$ cat src/rtl/fetch_unit.sv
// Instruction fetch stage: PC register, one-entry skid buffer for stalled hits,
// redirect/halt handling, and a delivered-instruction counter.
module fetch_unit #(
    parameter logic [31:0] PC_INIT = 32'h0000_0000
) (
    input  logic        CLK,
    input  logic        RST,
    input  logic        ihit,
    input  logic [31:0] imemload,
    input  logic        stall,
    input  logic        redirect,
    input  logic [31:0] redirect_addr,
    input  logic        halt,
    output logic        imemREN,
    output logic [31:0] imemaddr,
    output logic [31:0] instr_out,
    output logic [31:0] next_addr,
    output logic        fd_enable,
    output logic        fd_flush,
    output logic [31:0] fetch_count
);

    localparam int unsigned WORD_W = 32;
    localparam logic [WORD_W-1:0] PC_STEP = WORD_W'(4);

    typedef enum logic [1:0] {
        RUN    = 2'd0,
        HOLD   = 2'd1,
        HALTED = 2'd2
    } state_t;

    state_t            state, next_state;
    logic [WORD_W-1:0] pc, next_pc;
    logic [WORD_W-1:0] buf_word, next_buf;
    logic [WORD_W-1:0] fetch_cnt, next_cnt;
    logic [WORD_W-1:0] pc_plus4;
    logic [WORD_W-1:0] redirect_pc;
    logic              unused_raddr_lo;

    assign pc_plus4        = pc + PC_STEP;
    assign redirect_pc     = {redirect_addr[WORD_W-1:2], 2'b00};
    assign unused_raddr_lo = ^redirect_addr[1:0];

    assign imemaddr    = pc;
    assign next_addr   = pc_plus4;
    assign fetch_count = fetch_cnt;

    // State register; reset is synchronous and overrides everything.
    always_ff @(posedge CLK) begin
        if (RST) begin
            state     <= RUN;
            pc        <= PC_INIT;
            buf_word  <= '0;
            fetch_cnt <= '0;
        end else begin
            state     <= next_state;
            pc        <= next_pc;
            buf_word  <= next_buf;
            fetch_cnt <= next_cnt;
        end
    end

    // Next-state and strobe logic; halt outranks redirect, redirect outranks hit/stall.
    always_comb begin
        next_state = state;
        next_pc    = pc;
        next_buf   = buf_word;
        next_cnt   = fetch_cnt;
        imemREN    = 1'b0;
        fd_enable  = 1'b0;
        fd_flush   = 1'b0;
        instr_out  = (state == HOLD) ? buf_word : imemload;

        if (!RST) begin
            case (state)
                RUN: begin
                    imemREN = 1'b1;
                    if (halt) begin
                        next_state = HALTED;
                    end else if (redirect) begin
                        fd_flush = 1'b1;
                        next_pc  = redirect_pc;
                        next_buf = '0;
                    end else if (ihit && !stall) begin
                        fd_enable = 1'b1;
                        next_pc   = pc_plus4;
                        next_cnt  = fetch_cnt + WORD_W'(1);
                    end else if (ihit) begin
                        next_buf   = imemload;
                        next_state = HOLD;
                    end
                end
                HOLD: begin
                    if (halt) begin
                        next_state = HALTED;
                    end else if (redirect) begin
                        fd_flush   = 1'b1;
                        next_pc    = redirect_pc;
                        next_buf   = '0;
                        next_state = RUN;
                    end else if (!stall) begin
                        fd_enable  = 1'b1;
                        next_pc    = pc_plus4;
                        next_cnt   = fetch_cnt + WORD_W'(1);
                        next_buf   = '0;
                        next_state = RUN;
                    end
                end
                HALTED: begin
                    next_state = HALTED;
                end
                default: begin
                    next_state = RUN;
                end
            endcase
        end
    end

endmodule

$ cat config.mk
export PLATFORM = sky130hd
export DESIGN_NAME = fetch_unit
export DESIGN_NICKNAME = d
export VERILOG_FILES = /design/src/rtl/fetch_unit.sv
export SDC_FILE = /design/constraint.sdc
export NUM_CORES = 1
export LEC_CHECK = 0
export CORE_MARGIN = 2
export CORE_UTILIZATION = 50
export CTS_BUF_LIST = sky130_fd_sc_hd__clkbuf_4
export DETAILED_ROUTE_END_ITERATION = 8
export PLACE_DENSITY_LB_ADDON = 0.1
export SKIP_LAST_GASP = 1
export SYNTH_ARGS = -nofsm -noshare
export SYNTH_HDL_FRONTEND = slang
export SYNTH_SLANG_ARGS = --single-unit
$ cat constraint.sdc
create_clock -name CLK -period 6.1 [get_ports CLK]
set_input_delay 0.915 -clock CLK [delete_from_list [all_inputs] [get_ports CLK]]
set_output_delay 0.915 -clock CLK [all_outputs]
set_load 0.005 [all_outputs]
==> results of run 1 <==
==> per-layer routing <==
metal / up-vias / track usage, % / part of all wire (%)
li1: 2905 / - / -
met1: 2765 / 34.9 / 41
met2: 268 / 46.5 / 48
met3: 39 / 5.00 / 8.4
met4: 0 / 9.43 / 2.4
met5: - / 0 / 0
==> area by class of cell <==
cell class | instances | area [µm²]
multi-input cells | 591 | 3260
repair buffers | 203 | 2000
inverters | 7 | 26.3
fillers | 844 | 2870
flip-flops and latches | 96 | 1920
clock buffers | 9 | 67.6
clock inverters | 6 | 91.3
well taps | 136 | 170
==> cell usage after synthesis (all sizes together), types with 3 or more instances <==
master  number
nand2      175
dfxtp       96
nor2        70
nand3       61
a21oi       50
clkbuf      42
xor2        32
xnor2       26
nand4       24
o21ai       19
buf         15
and3        14
nor3        13
nor4        13
a31oi        9
mux2i        9
a22o         6
a32o         6
inv          6
and4         5
o31ai        5
a211oi       4
a32oi        4
nand2b       4
nor2b        4
or4          4
a22oi        3
or2          3
or3          3
==> flip-flops by register name, indices dropped and copies added, names as in the netlist <==
| register | count |
|---|---|
| fetch_count | 32 |
| imemaddr | 30 |
| state | 2 |
| buf_word | 32 |
==> worst paths after layout <==
check                   to    startpoint
max reg2reg   buf_word[27]      state[1]
min reg2reg   buf_word[31]  buf_word[31]
min           buf_word[31]  buf_word[31]
max          next_addr[24]   imemaddr[2]
==> stage by stage <==
step                      total power, µW  instance area, µm²  instances  setup slack (ns)
final                                1300                7540       1048              2.01
after floorplan                       782                5420        751              3.21
after detailed placement              919                7380       1033              2.31
after global placement                913                7380       1033              2.40
after CTS                            1310                7540       1048              2.03
after global routing                 1350                7540       1048              1.75
==> worst max-delay path, cell delays in order, from the launching register on <==
cell             delay, ns
dfxtp_1               0.48
ha_1                  0.28
nand3_1               0.22
nor2_1                0.62
nand4_1               0.37
xnor2_1               0.24
clkdlybuf4s50_1       0.52
==> power groups by stage <==
| stage | Combinational, µW | Sequential [µW] | Clock, µW |
|---|---|---|---|
| 2_1_floorplan | 107 | 675 | 0 |
| 3_3_place_gp | 231 | 682 | 0 |
| 3_5_place_dp | 236 | 683 | 0 |
| 4_1_cts | 237 | 670 | 399 |
| 5_1_grt | 256 | 674 | 421 |
| 6_report | 238 | 670 | 395 |
==> cells by family (layout without fill, tap and decap cells) <==
| kind of cell | after synthesis | count (layout) | synth area share, % |
|---|---|---|---|
| DFF | 96 | 96 | 35.5 |
| buffers and inverters | 64 | 225 | 4.90 |
| AOI/OAI and AO/OA | 119 | 119 | 13.9 |
| xor gates and xnor gates | 58 | 58 | 9.39 |
| muxes | 9 | 9 | 1.67 |
| other | 1 | 4 | 0.0693 |
| adders and majority gates | 2 | 2 | 0.462 |
| and+or+nand+nor | 399 | 399 | 34.1 |
==> metrics.md, run 1 <==
| Metric | Value |
|---|---|
| R2R Setup Slk | `between 3 and 4 ns` |
| Fmax | `0.245 GHz` |
| Min-Delay Path Depth | `2` |
| Final Util | `72.4%` |
| Top cells by area, synth | `dfxtp_1, nand2_1, nand3_1` |
| Setup TNS Final | `0 ns` |
| Area leader, netlist | `dfxtp_1` |
| Root buffer cell | `clkbuf_4` |
| Switching pwr | `359 µW` |
| Worst slew margin | `17.4%` |
| Synth Instances | `748` |
| CTS tree | `done` |
| Post-synth cell types | `52` |
| Crit path required time | `5.18 ns` |
| Wire length per cell after detailed routing | `15.9 µm` |
| Final wirelength | `16700 µm` |
| Starting Density | `51.9%` |
| Vias | `5977` |
| Sequential fraction of design power | `51.4%` |
| Die area | `~0.012 mm²` |
| GRT Residual Overflow | `0` |
| Placement row count | `37` |
| Mean post-synth cell area | `approximately 7.2 µm²` |
| FF+latch count, synth | `96` |
| Pre-antenna DRT Iters | `5` |
| Worst Hold Class | `flip-flop to flip-flop` |
| Area growth syn-to-layout | `39.4%` |
| HPWL after DPL | `11800 µm` |
| Post-CTS Setup Bufs | `0` |
| Clk_lat worst skew | `0.45 ns` |
| Crit path DAT | `3.17 ns` |
| Die X | `108 µm` |
| Commonest non-fill, non-tap cell in the layout | `clkdlybuf4s50_1` |
| CTS Buf Count | `9` |
| Initial antenna violation count | `0` |
| Critical path class | `flip-flop to output port` |
| Ys flop type | `dfxtp_1` |
| Most frequent cells in the layout | `clkdlybuf4s50_1, nand2_1, dfxtp_1` |
| RSZ-0062 raised after global routing | `no` |
| Clock Path Buffers | `2` |
| Cells on worst reg2reg path | `4` |
| Logic gate share of total power | `18.2%` |
| Internal power | `945 µW` |
| DR iter-0 viols | `571` |
| N_diodes | `0` |
| Sw frac | `27.5%` |
| Post-Syn Area | `0.00541 mm²` |
| Worst-case clock skew | `0.0145 ns` |
| WHS | `0.464 ns` |
| Sink Count | `96` |
| Nets | `980` |
| Ys Warns | `0` |
| Final Hold Vio Count | `0` |
| Resize count post-CTS | `0` |
| Die Y-Extent | `108 µm` |
| Crit end category | `output port` |
| Pwr/cell area | `173 mW/mm²` |
| Overall routing resource usage | `~27%` |
| Worst slew pin tran | `1.24 ns` |
| Leak pwr | `0.00276 µW` |
| Hold buffer count at CTS | `0` |
| CTS clk-pin slew, worst paths | `0.15 ns` |
| Max Cap Viol | `0` |
| Status | `completed` |
| Number of synthesized flops with an enable pin | `0` |
| Asr flop ratio synth | `0%` |
| Pins Over Slew Limit | `0` |
| Seq/Total Area, Yosys | `35.5%` |
| # setup viols final | `0` |
| Share of the synthesized area in the top cell type | `35.5%` |
| Clock power share | `30.3%` |
| Crit-path max FO | `9` |
| First-pass GRT wire length | `26200 µm` |
| VDD IR max | `between 0.1 and 0.15 mV` |
| Post-route DRC violation count | `0` |
| Core Area | `between 0.01 and 0.015 mm²` |
| Vias in the first global route | `roughly 5.5k` |
| Share of cells above drive strength 1 | `4.17%` |
| CP Launch Type | `flip-flop` |
| Vias per cell | `5.70` |
| Largest net degree at the start of global routing | `68` |
| Fin crit share | `67.0%` |
| I/O Pins | `201` |
| Antenna Nets Post-Route | `0` |
| H-Tree Depth | `3` |
| Minimum clock period | `4.09 ns` |
| Port-buffer cells | `194` |
| Routability cong. | `~0.95` |
Power figures use the tool's default switching activity.
==> run 2: changes to the inputs <==
Settings changed: CORE_UTILIZATION 50 to 46.
Clock period 6.1 ns to 3.9 ns, I/O delays scaled along.
==> metrics.md, run 2 (synthesis gave the netlist of run 1 again) <==
| Metric | Value |
|---|---|
| Die X | `approximately 110 µm` |
| H-Tree Depth | `3` |
| Final Hold Vio Count | `0` |
| Worst slew margin | `50.2%` |
| Nets | `990` |
| Pwr Total | `2020 µW` |
| GRT Residual Overflow | `0` |
| CTS Buf Count | `9` |
| Worst Hold Class | `flip-flop to flip-flop` |
| Sink Count | `96` |
| Core Area | `approximately 0.011 mm²` |
| CP Launch Type | `flip-flop` |
| Wire length per cell after detailed routing | `15.9 µm` |
| Pins Over Slew Limit | `0` |
| First-pass GRT wire length | `between 20000 and 30000 µm` |
| Post-CTS Setup Bufs | `0` |
| N_diodes | `0` |
| Vias | `6022` |
| Post-route DRC violation count | `0` |
| Fin crit share | `92.5%` |
| Global route hottest layer | `met2` |
| Crit path DAT | `a little over 3 ns` |
| Starting Density | `47.2%` |
| Crit end category | `output port` |
| Routability cong. | `0.889` |
| Hold buffer count at CTS | `0` |
| Commonest non-fill, non-tap cell in the layout | `clkdlybuf4s50_1` |
| Register area | `0.00192 mm²` |
| Placement row count | `39` |
| Resize count post-CTS | `0` |
| Max Cap Viol | `0` |
| Final wirelength | `17000 µm` |
| Layout filler cell count | `988` |
| Met2 Use GR | `41.4%` |
| Cell Count, Final, Fillers Out | `1066` |
| CP Cell Sequence | `nand4_2 > or4_1 > nor3b_1 > xor2_1 > clkdlybuf4s50_1` |
| # setup viols final | `0` |
| DR iter-0 viols | `420` |
| Setup TNS Final | `0 ns` |
| Die Y-Extent | `112 µm` |
| Multi-input gate area | `~0.0033 mm²` |
| Vias in the first global route | `~5.6k` |
| Root buffer cell | `clkbuf_4` |
| Worst slew pin tran | `0.744 ns` |
| Leak pwr | `0.00281 µW` |
| HPWL after DPL | `12000 µm` |
| RSZ-0062 raised after global routing | `no` |
| Met1 GRT Util | `34.7%` |
| Placed cell area | `around 0.0075 mm²` |
| CTS tree | `done` |
| Overall routing resource usage | `25.7%` |
| Vias per cell | `5.65` |
| I/O Pins | `201` |
| Worst-case clock skew | `0.0147 ns` |
| CTS clk-pin slew, worst paths | `between 0.15 and 0.2 ns` |
| Initial antenna violation count | `0` |
| Slowest stage cell, crit path | `or4_1` |
| Clock Path Buffers | `2` |
| Status | `completed` |
| Grt met3 use | `under 10%` |
| DP Cell Count | `~1.1k` |
| Fmax | `between 0.2 and 0.3 GHz` |
| Critical path class | `flip-flop to output port` |
| CP peak stage delay | `0.62 ns` |
| Clk_lat worst skew | `0.47 ns` |
| Antenna Nets Post-Route | `0` |
| Area growth syn-to-layout | `40.9%` |
| VDD IR max | `0.221 mV` |
| Pre-CTS WS | `around 0.85 ns` |
| Share of cells above drive strength 1 | `5.31%` |
| Crit path required time | `3.31 ns` |
| Final WS setup | `about 0.29 ns` |
| Die area | `approximately 0.013 mm²` |
| Most frequent cells in the layout | `clkdlybuf4s50_1, nand2_1, dfxtp_1` |
| Port-buffer cells | `approximately 190` |
| Post-route cell area | `0.00762 mm²` |
| Pre-antenna DRT Iters | `7` |
| Largest net degree at the start of global routing | `60` |
| Pwr/cell area | `265 mW/mm²` |
| Minimum clock period | `3.61 ns` |
| Crit-path max FO | `7` |
run 2: worst max-delay path, delay by kind of cell, from the launching register on:
family | cells | cell delay, ns
xor+xnor | 1 | 0.19
flops | 1 | 0.51
simple gates | 3 | 1.32
buf+inv | 1 | 0.53
run 2: path summary, 6_finish.rpt:
| check | slack, ns | end | start | depth (start not counted) |
|---|---|---|---|---|
| hold reg to reg | 0.46 | buf_word[7] | buf_word[7] | 2 |
| setup reg to reg | 1.58 | imemaddr[21] | imemaddr[6] | 5 |
| setup / recovery | 0.29 | next_addr[23] | imemaddr[6] | 5 |
| hold / removal | 0.46 | buf_word[7] | buf_word[7] | 2 |
run 2: area by class of cell:
cell class,count,area share (%)
tap,143,2.35
multi-input combinational,591,42.8
clock buffer,9,0.886
sequential,96,25.2
timing repair buffer,213,27.2
inverter,7,0.345
clock inverter,7,1.15
run 2: stage by stage:
stage               util, %  hold slack, ns
global route           66.5           0.477
finish                 66.5           0.463
CTS                    66.5           0.463
detailed placement     65.1           0.443
global placement       65.1           0.438
floorplan                 -           0.432
run 2: where the power goes:
part / leakage, µW / internal (µW) / switching (µW) / total, µW
registers: 0.000778 / 1010 / 38.7 / 1050
clock network: 0.0000845 / 210 / 379 / 589
logic: 0.00195 / 210 / 170 / 380
total: 0.00281 / 1430 / 587 / 2020
run 2: per-layer routing:
metal	up-vias	wire, µm
li1	2925	-
met1	2817	7420
met2	261	7980
met3	19	1320
met4	0	257
met5	-	0
==> edit (flow settings as in run 2) <==
Take the reset off `buf_word` and load it in a clocked block of its own.
--- a/src/rtl/fetch_unit.sv
+++ b/src/rtl/fetch_unit.sv
@@ -51,12 +51,14 @@
             state     <= RUN;
             pc        <= PC_INIT;
-            buf_word  <= '0;
             fetch_cnt <= '0;
         end else begin
             state     <= next_state;
             pc        <= next_pc;
-            buf_word  <= next_buf;
             fetch_cnt <= next_cnt;
         end
+    end
+
+    always_ff @(posedge CLK) begin
+        buf_word <= next_buf;
     end
 
Function: not settled (the Yosys comparison gave no result); the edit may change what the design does.
==> edit against run 2 <==
- sequential cell count unchanged
- wire length down 6.3%
- synthesized area up 1.6%
- first-iteration DRC count down 12%
- design area up 0.28%
- largest power group unchanged
- global-route usage down 1.3 points
- power down 3.6%
- setup slack better by 61 ps
==> edit: results (changes against run 2) <==
| Metric | Value |
|---|---|
| Worst Path Arrival | `2960 ps (was 3020 ps)` |
| R2r endpoint | `imemaddr[17]$_SDFFE_PP0P_ (was imemaddr[21]$_SDFFE_PP0P_)` |
| Power per Cell Area | `254.4 nW/um^2 (was 264.6 nW/um^2)` |
| Initial DRC count | `368 (was 420)` |
| Fin Hold WS | `485.0 ps (was 463.2 ps)` |
| Critical Path End | `next_addr[22] (was next_addr[23])` |
| CP Launch Point | `imemaddr[4]$_SDFFE_PP0P_ (was imemaddr[6]$_SDFFE_PP0P_)` |
| Final WL | `15.92 mm (was 16.98 mm)` |
| Maximum VDD drop | `0.0002253 V (was 0.0002209 V)` |
| Nets | `853 (was 990)` |
| Placed cell area | `7532 um^2 (was 7467 um^2)` |
| Int Pwr | `1.417 mW (was 1.430 mW)` |
| CP max stage cell | `dfxtp_1 (was or4_1)` |
| Static Leakage | `2.716 nW (was 2.812 nW)` |
| Hold Startpoint | `redirect (was buf_word[7]$_SDFFE_PP0P_)` |
| Dominant cells by area after synthesis | `dfxtp_1, edfxtp_1, mux2_2 (was dfxtp_1, nand2_1, nand3_1)` |
| Critical path fanouts, max | `10 (was 7)` |
| First-pass GRT wire length | `25.25 mm (was 27.12 mm)` |
| Placed cells | `913 (was 1050)` |
| DP Worst Slack | `753.7 ps (was 852.2 ps)` |
| Synth Instances | `602 (was 748)` |
| Largest net degree at the start of global routing | `65 (was 60)` |
| WHS Endpoint | `imemaddr[29]$_SDFFE_PP0P_ (was buf_word[7]$_SDFFE_PP0P_)` |
| Seq/Total Area, Yosys | `40.78% (was 35.52%)` |
| Outcome | `completed (unchanged)` |
| First-pass iteration count of the detailed router | `4 (was 7)` |
| Synth cell types | `58 (was 52)` |
| Post-synth EDFFs | `32 (was 0)` |
| Final Skew | `24.62 ps (was 14.66 ps)` |
edit: metal layers:
| layer | GRT usage, % | routed length, um |
|---|---|---|
| met5 | 0 | 0 |
| met4 | 8.943 | 339 |
| met2 | 39.40 | 7393 |
| met1 | 31.83 | 6854 |
| met3 | 6.213 | 1330 |
edit: cell families (layout without fill, tap and decap cells):
group	after synthesis	after routing	synth area share, %
muxes	39	39	7.829
and+or+nand+nor	262	262	26.40
other	1	5	0.06821
AOI/OAI and AO/OA	93	93	11.31
xor gates and xnor gates	56	56	8.921
adders and majority gates	2	2	0.4551
buffers and inverters	53	234	4.233
DFF	96	96	40.78
edit: cell type report:
cell class / instances / area [um^2]
multi-input combinational: 456 / 3037
sequential: 96 / 2242
fill: 982 / 3921
timing repair buffer: 208 / 2037
clock buffer: 10 / 75.07
tap: 143 / 178.9
clock inverter: 6 / 33.78
antenna: 1 / 2.502
inverter: 10 / 37.54
edit: tightest hold or removal path, cell delays in order:
cell	delay (ps)
buf_2	140
or4_1	130
a31oi_1	70
